### src/rtl/vga_pkg.sv
// Shared video timing definitions for the VGA timing generator.
// Holds the default 640x480@60 timing, sync polarities, colour depth,
// the delay-tap record and a helper that sums a timing axis.
package vga_pkg;

  localparam int unsigned CoordW   = 11;
  localparam int unsigned MaxTotal = 2048;

  // 640x480@60 with a 25.175 MHz pixel clock
  localparam int unsigned DefHActive = 640;
  localparam int unsigned DefHFp     = 16;
  localparam int unsigned DefHSync   = 96;
  localparam int unsigned DefHBp     = 48;
  localparam int unsigned DefVActive = 480;
  localparam int unsigned DefVFp     = 10;
  localparam int unsigned DefVSync   = 2;
  localparam int unsigned DefVBp     = 33;

  // 0 = active-low sync pulse
  localparam bit DefHsPol = 1'b0;
  localparam bit DefVsPol = 1'b0;

  localparam int unsigned DefColorBits = 4;
  localparam int unsigned MaxPixLat    = 4;

  // One tap of the alignment pipe
  typedef struct packed {
    logic active;
    logic hsync;
    logic vsync;
  } tap_t;

  localparam int unsigned TapW = $bits(tap_t);

  function automatic int unsigned timing_total(int unsigned active, int unsigned fp,
                                               int unsigned sync, int unsigned bp);
    return active + fp + sync + bp;
  endfunction

endpackage

### src/rtl/vga_delay_line.sv
// Clock-enabled shift register used to align blanking/sync with the
// drawing pipeline. Depth 0 degenerates to a wire.
// Ports:
//   clk  - clock
//   rst  - synchronous active-high reset, loads ResetVal into every tap
//   en   - shift enable; taps hold when low
//   d    - input word
//   q    - word delayed by Depth enabled cycles
module vga_delay_line #(
  parameter int unsigned Width        = 1,
  parameter int unsigned Depth        = 1,
  parameter logic [Width-1:0] ResetVal = '0
) (
  input  logic             clk,
  input  logic             rst,
  input  logic             en,
  input  logic [Width-1:0] d,
  output logic [Width-1:0] q
);

  if (Depth == 0) begin : gen_bypass
    assign q = d;
  end else begin : gen_taps
    logic [Width-1:0] taps_q [Depth];

    always_ff @(posedge clk) begin
      if (rst) begin
        for (int i = 0; i < int'(Depth); i++) taps_q[i] <= ResetVal;
      end else if (en) begin
        taps_q[0] <= d;
        for (int i = 1; i < int'(Depth); i++) taps_q[i] <= taps_q[i-1];
      end
    end

    assign q = taps_q[Depth-1];
  end

endmodule

### src/rtl/vga_timing_gen.sv
// Parametrised VGA timing generator and output stage.
// Scans x/y for the drawing module, delays blanking/sync by PIX_LAT enabled
// cycles to meet pix_in coming back, then registers RGB and sync at the pins.
// Ports:
//   clk, rst, en        - pixel clock, sync active-high reset, clock enable
//   pix_in              - {R,G,B} from drawing module, PIX_LAT cycles after x/y
//   x, y                - scan coordinates
//   active              - x/y lie in the visible area
//   frame_start         - x=0 and y=0
//   line_start          - x=0
//   red, green, blue    - blanked colour outputs
//   hsync, vsync        - sync pins at configured polarity
module vga_timing_gen
  import vga_pkg::*;
#(
  parameter int unsigned H_ACTIVE   = DefHActive,
  parameter int unsigned H_FP       = DefHFp,
  parameter int unsigned H_SYNC     = DefHSync,
  parameter int unsigned H_BP       = DefHBp,
  parameter int unsigned V_ACTIVE   = DefVActive,
  parameter int unsigned V_FP       = DefVFp,
  parameter int unsigned V_SYNC     = DefVSync,
  parameter int unsigned V_BP       = DefVBp,
  parameter bit          HS_POL     = DefHsPol,
  parameter bit          VS_POL     = DefVsPol,
  parameter int unsigned COLOR_BITS = DefColorBits,
  parameter int unsigned PIX_LAT    = 1
) (
  input  logic                    clk,
  input  logic                    rst,
  input  logic                    en,
  input  logic [3*COLOR_BITS-1:0] pix_in,
  output logic [CoordW-1:0]       x,
  output logic [CoordW-1:0]       y,
  output logic                    active,
  output logic                    frame_start,
  output logic                    line_start,
  output logic [COLOR_BITS-1:0]   red,
  output logic [COLOR_BITS-1:0]   green,
  output logic [COLOR_BITS-1:0]   blue,
  output logic                    hsync,
  output logic                    vsync
);

  localparam int unsigned HTotal = timing_total(H_ACTIVE, H_FP, H_SYNC, H_BP);
  localparam int unsigned VTotal = timing_total(V_ACTIVE, V_FP, V_SYNC, V_BP);

  if (HTotal > MaxTotal || VTotal > MaxTotal) begin : gen_total_check
    $error("vga_timing_gen: H_TOTAL/V_TOTAL exceed 2048");
  end
  if (PIX_LAT > MaxPixLat) begin : gen_lat_check
    $error("vga_timing_gen: PIX_LAT must be 0..4");
  end

  localparam logic [CoordW-1:0] HLast = CoordW'(HTotal - 1);
  localparam logic [CoordW-1:0] VLast = CoordW'(VTotal - 1);

  // Decode bounds kept one bit wider so an end bound of 2048 does not wrap
  localparam logic [CoordW:0] HAct    = (CoordW+1)'(H_ACTIVE);
  localparam logic [CoordW:0] VAct    = (CoordW+1)'(V_ACTIVE);
  localparam logic [CoordW:0] HsStart = (CoordW+1)'(H_ACTIVE + H_FP);
  localparam logic [CoordW:0] HsEnd   = (CoordW+1)'(H_ACTIVE + H_FP + H_SYNC);
  localparam logic [CoordW:0] VsStart = (CoordW+1)'(V_ACTIVE + V_FP);
  localparam logic [CoordW:0] VsEnd   = (CoordW+1)'(V_ACTIVE + V_FP + V_SYNC);

  logic [CoordW-1:0] x_q, x_d, y_q, y_d;

  always_comb begin
    x_d = x_q + 1'b1;
    y_d = y_q;
    if (x_q == HLast) begin
      x_d = '0;
      y_d = (y_q == VLast) ? '0 : y_q + 1'b1;
    end
  end

  always_ff @(posedge clk) begin
    if (rst) begin
      x_q <= '0;
      y_q <= '0;
    end else if (en) begin
      x_q <= x_d;
      y_q <= y_d;
    end
  end

  logic [CoordW:0] x_w, y_w;
  assign x_w = {1'b0, x_q};
  assign y_w = {1'b0, y_q};

  assign x           = x_q;
  assign y           = y_q;
  assign active      = (x_w < HAct) && (y_w < VAct);
  assign line_start  = (x_q == '0);
  assign frame_start = (x_q == '0) && (y_q == '0);

  tap_t raw, dly;
  assign raw.active = active;
  assign raw.hsync  = (x_w >= HsStart) && (x_w < HsEnd);
  assign raw.vsync  = (y_w >= VsStart) && (y_w < VsEnd);

  logic [TapW-1:0] dly_bits;

  vga_delay_line #(
    .Width    (TapW),
    .Depth    (PIX_LAT),
    .ResetVal ('0)
  ) u_align (
    .clk (clk),
    .rst (rst),
    .en  (en),
    .d   (raw),
    .q   (dly_bits)
  );

  assign dly = tap_t'(dly_bits);

  logic [3*COLOR_BITS-1:0] rgb_q;
  logic                    hsync_q, vsync_q;

  always_ff @(posedge clk) begin
    if (rst) begin
      rgb_q   <= '0;
      hsync_q <= ~HS_POL;
      vsync_q <= ~VS_POL;
    end else if (en) begin
      rgb_q   <= dly.active ? pix_in : '0;
      hsync_q <= dly.hsync ? HS_POL : ~HS_POL;
      vsync_q <= dly.vsync ? VS_POL : ~VS_POL;
    end
  end

  assign {red, green, blue} = rgb_q;
  assign hsync              = hsync_q;
  assign vsync              = vsync_q;

endmodule

### config.mk
export PLATFORM = sky130hd
export DESIGN_NAME = vga_timing_gen
export DESIGN_NICKNAME = d
export VERILOG_FILES = /design/src/rtl/vga_pkg.sv /design/src/rtl/vga_delay_line.sv /design/src/rtl/vga_timing_gen.sv
export SDC_FILE = /design/constraint.sdc
export NUM_CORES = 1
export LEC_CHECK = 0
export CAP_MARGIN = 30
export CORE_ASPECT_RATIO = 0.5
export CORE_MARGIN = 2
export CORE_UTILIZATION = 42
export DETAILED_ROUTE_END_ITERATION = 12
export GPL_ROUTABILITY_DRIVEN = 0
export GPL_TIMING_DRIVEN = 0
export PLACE_DENSITY_LB_ADDON = 0.12
export SETUP_SLACK_MARGIN = 0.1
export SYNTH_ARGS = -nofsm -noshare
export SYNTH_HDL_FRONTEND = slang
export SYNTH_SLANG_ARGS = --single-unit
### constraint.sdc
create_clock -name clk -period 2.1 [get_ports clk]
set_input_delay 0.21 -clock clk [delete_from_list [all_inputs] [get_ports clk]]
set_output_delay 0.21 -clock clk [all_outputs]
set_load 0.01 [all_outputs]
==> impl_metrics.env <==
export IMPL_status="finished with violations"
export IMPL_violations="negative setup slack"
export IMPL_ir_drop_uv=334
export IMPL_slew_viol_final=0
export IMPL_vias=1793
export IMPL_dr_first_iter_drc_count=99
export IMPL_period_share=1.00
export IMPL_start_kind="register"
export IMPL_vias_per_cell=5.21
export IMPL_tns_ns=-0.00320
export IMPL_critPathKind="reg -> reg"
export IMPL_start_util=0.432
export IMPL_p_per_area_nw_per_um2=600
export IMPL_setup_viol=1
export IMPL_syn_area_um2=1870
export IMPL_dr_pass1_iters=4
export IMPL_ys_seq_area_frac=0.433
export IMPL_wl_per_cell_um=14.0
export IMPL_cp_end_kind="register"
export IMPL_seqCellArea_um2=812
export IMPL_clk_pin_slew_ns=0.08
export IMPL_n_antenna_cell=0
export IMPL_synth_area_top_cells="dfxtp_1, nor2_1, a21oi_1"
export IMPL_clock_path_buffers=2
export IMPL_wl_um=4800
export IMPL_die_h_um=51.2
export IMPL_first_global_vias=1589
export IMPL_syn_nets=235
export IMPL_dieArea_um2=5040
export IMPL_max_freq_mhz=475
export IMPL_nets=305
export IMPL_clk_latency_ns=0.29
export IMPL_worst_slack_ns=-0.00320
export IMPL_cts_htree_levels=2
export IMPL_final_hold_violation_count=0
export IMPL_portBuffers=53
export IMPL_synth_common_cells="dfxtp_1, nor2_1, a21oi_1"
export IMPL_synth_cells=216
export IMPL_fillers=374
export IMPL_ios=54
export IMPL_grt_overflow=0
export IMPL_grt_setup_unrepaired="true"
export IMPL_ys_types=40
export IMPL_critPathArrivalTime_ns=2.33
export IMPL_async_reset_ff_frac=0
export IMPL_drc=0
export IMPL_synth_top_area_share=0.385
export IMPL_grt_usage=0.195
export IMPL_synth_top_area_cell="dfxtp_1"
export IMPL_numClockSinks=39
export IMPL_drive_gt1_frac=0.129
export IMPL_pre_cts_slack_ns=-0.177
export IMPL_path_max_fanout=6
export IMPL_ys_ff_latch=39
export IMPL_grt_max_degree=13
export IMPL_core_area_um2=4340
export IMPL_hold_class="reg -> reg"
export IMPL_max_cap_violations=0
export IMPL_ctsHoldBuffers=0
export IMPL_grt_antenna_before_repair=0
export IMPL_die_x_um=98.4
export IMPL_synth_edf_count=3
export IMPL_area_growth_pct=47.0
export IMPL_slew_headroom=0.615
export IMPL_skew_ns=0.00711
export IMPL_yosysMostFrequentCell="dfxtp_1"
export IMPL_ctsRootBufferMaster="clkbuf_8"
export IMPL_worst_pin_slew_ns=0.574
export IMPL_numCtsBuffers=5
export IMPL_grt_pass1_wl_um=7800
export IMPL_cp_required_ns=2.33
export IMPL_power_leakage_uw=0.000968
export IMPL_cts_tree="done"
export IMPL_row_count=17
export IMPL_ys_warnings_count=0
export IMPL_ant_nets=0
export IMPL_syn_area_per_cell_um2=8.67
export IMPL_multi_input_area_um2=1030
export IMPL_ys_flop_type="dfxtp_1"
export IMPL_fin_crit_ns=2.10
export IMPL_hpwl_um=3320
==> power breakdown <==
group,switching [uW],total (uW),leakage [uW],internal [uW]
combinational,62.9,142,0.000578,78.9
sequential,8.95,773,0.000325,765
clock,262,737,0.0000654,475
==> critical path, cell delays in order, from the launching register on <==
cell and delay, ns:
dfxtp_2 0.33, buf_6 0.12, or4_4 0.53, buf_8 0.15
buf_6 0.12, nor4_4 0.18, or4b_4 0.50, a21oi_2 0.12
==> kinds of logic (layout without fill, tap and decap cells) <==
logic type | count (synthesis) | count (layout) | share of synthesized area
xor+xnor | 12 | 12 | 0.0561
mux | 2 | 2 | 0.0114
compound gates | 29 | 29 | 0.0868
buf+inv | 19 | 90 | 0.0461
fa+ha+maj | 4 | 4 | 0.0267
simple gates | 111 | 111 | 0.340
flops | 39 | 39 | 0.433
==> layer usage <==
metal | vias up | track usage | part of all wire
met5 | - | 0 | 0
met4 | 0 | 0.0411 | 0.0044
met3 | 4 | 0.0534 | 0.061
met2 | 47 | 0.290 | 0.43
met1 | 837 | 0.283 | 0.50
li1 | 905 | - | -
==> placed cells by master (no fill, tap or decap), drive strengths merged, types with 2 or more instances in the layout <==
| cell | instances |
|---|---|
| a21oi | 18 |
| and3 | 5 |
| and4 | 4 |
| and4b | 2 |
| buf | 14 |
| bufinv | 2 |
| clkbuf | 17 |
| clkdlybuf4s50 | 51 |
| dfxtp | 36 |
| edfxtp | 3 |
| ha | 4 |
| inv | 5 |
| nand2 | 11 |
| nand2b | 3 |
| nand3 | 11 |
| nand4 | 5 |
| nor2 | 25 |
| nor2b | 13 |
| nor3 | 14 |
| nor4 | 9 |
| o21ai | 5 |
| or3 | 2 |
| or4 | 2 |
| xnor2 | 6 |
| xor2 | 6 |
==> timing repair <==
action | CTS | global route
setup buffers | 6 | 4
pin swaps | 8 | 5
gates cloned | 0 | 0
setup endpoints to repair | 7 | 12
resized for setup | 15 | 6
==> through the flow <==
stage                     std cells  power, uW  hold slack, ns  utilization  instance area (um^2)
after CTS                       340       1670           0.496        0.622                  2700
after floorplan                 216        848           0.349            -                  1880
after detailed placement        326        928           0.477        0.571                  2480
after global placement          326        927           0.465        0.571                  2480
after global routing            344       1710           0.520        0.634                  2750
final                           344       1650           0.486        0.634                  2750
==> flip-flops by register name, indices dropped and copies added, names as in the netlist <==
name and flops:
u_align.gen_taps.taps_q 3, y 11, vsync 1, rgb_q 12, x 11, hsync 1
==> final timing paths <==
kind          from    end  slack (ns)  depth (start not counted)
max           x[5]   y[7]      -0.003                          7
min          vsync  vsync        0.49                          2
min reg2reg  vsync  vsync        0.49                          2
max reg2reg   x[5]   y[7]      -0.003                          7
==> layout make-up <==
| cell class | count | area share |
|---|---|---|
| Sequential cell | 39 | 0.295 |
| Multi-Input combinational cell | 158 | 0.375 |
| Tap cell | 57 | 0.0259 |
| Clock inverter | 2 | 0.0218 |
| Inverter | 5 | 0.00682 |
| Clock buffer | 6 | 0.0264 |
| Timing Repair Buffer | 63 | 0.219 |
| Buffer | 14 | 0.0305 |
(Power assumes the default switching activity.)
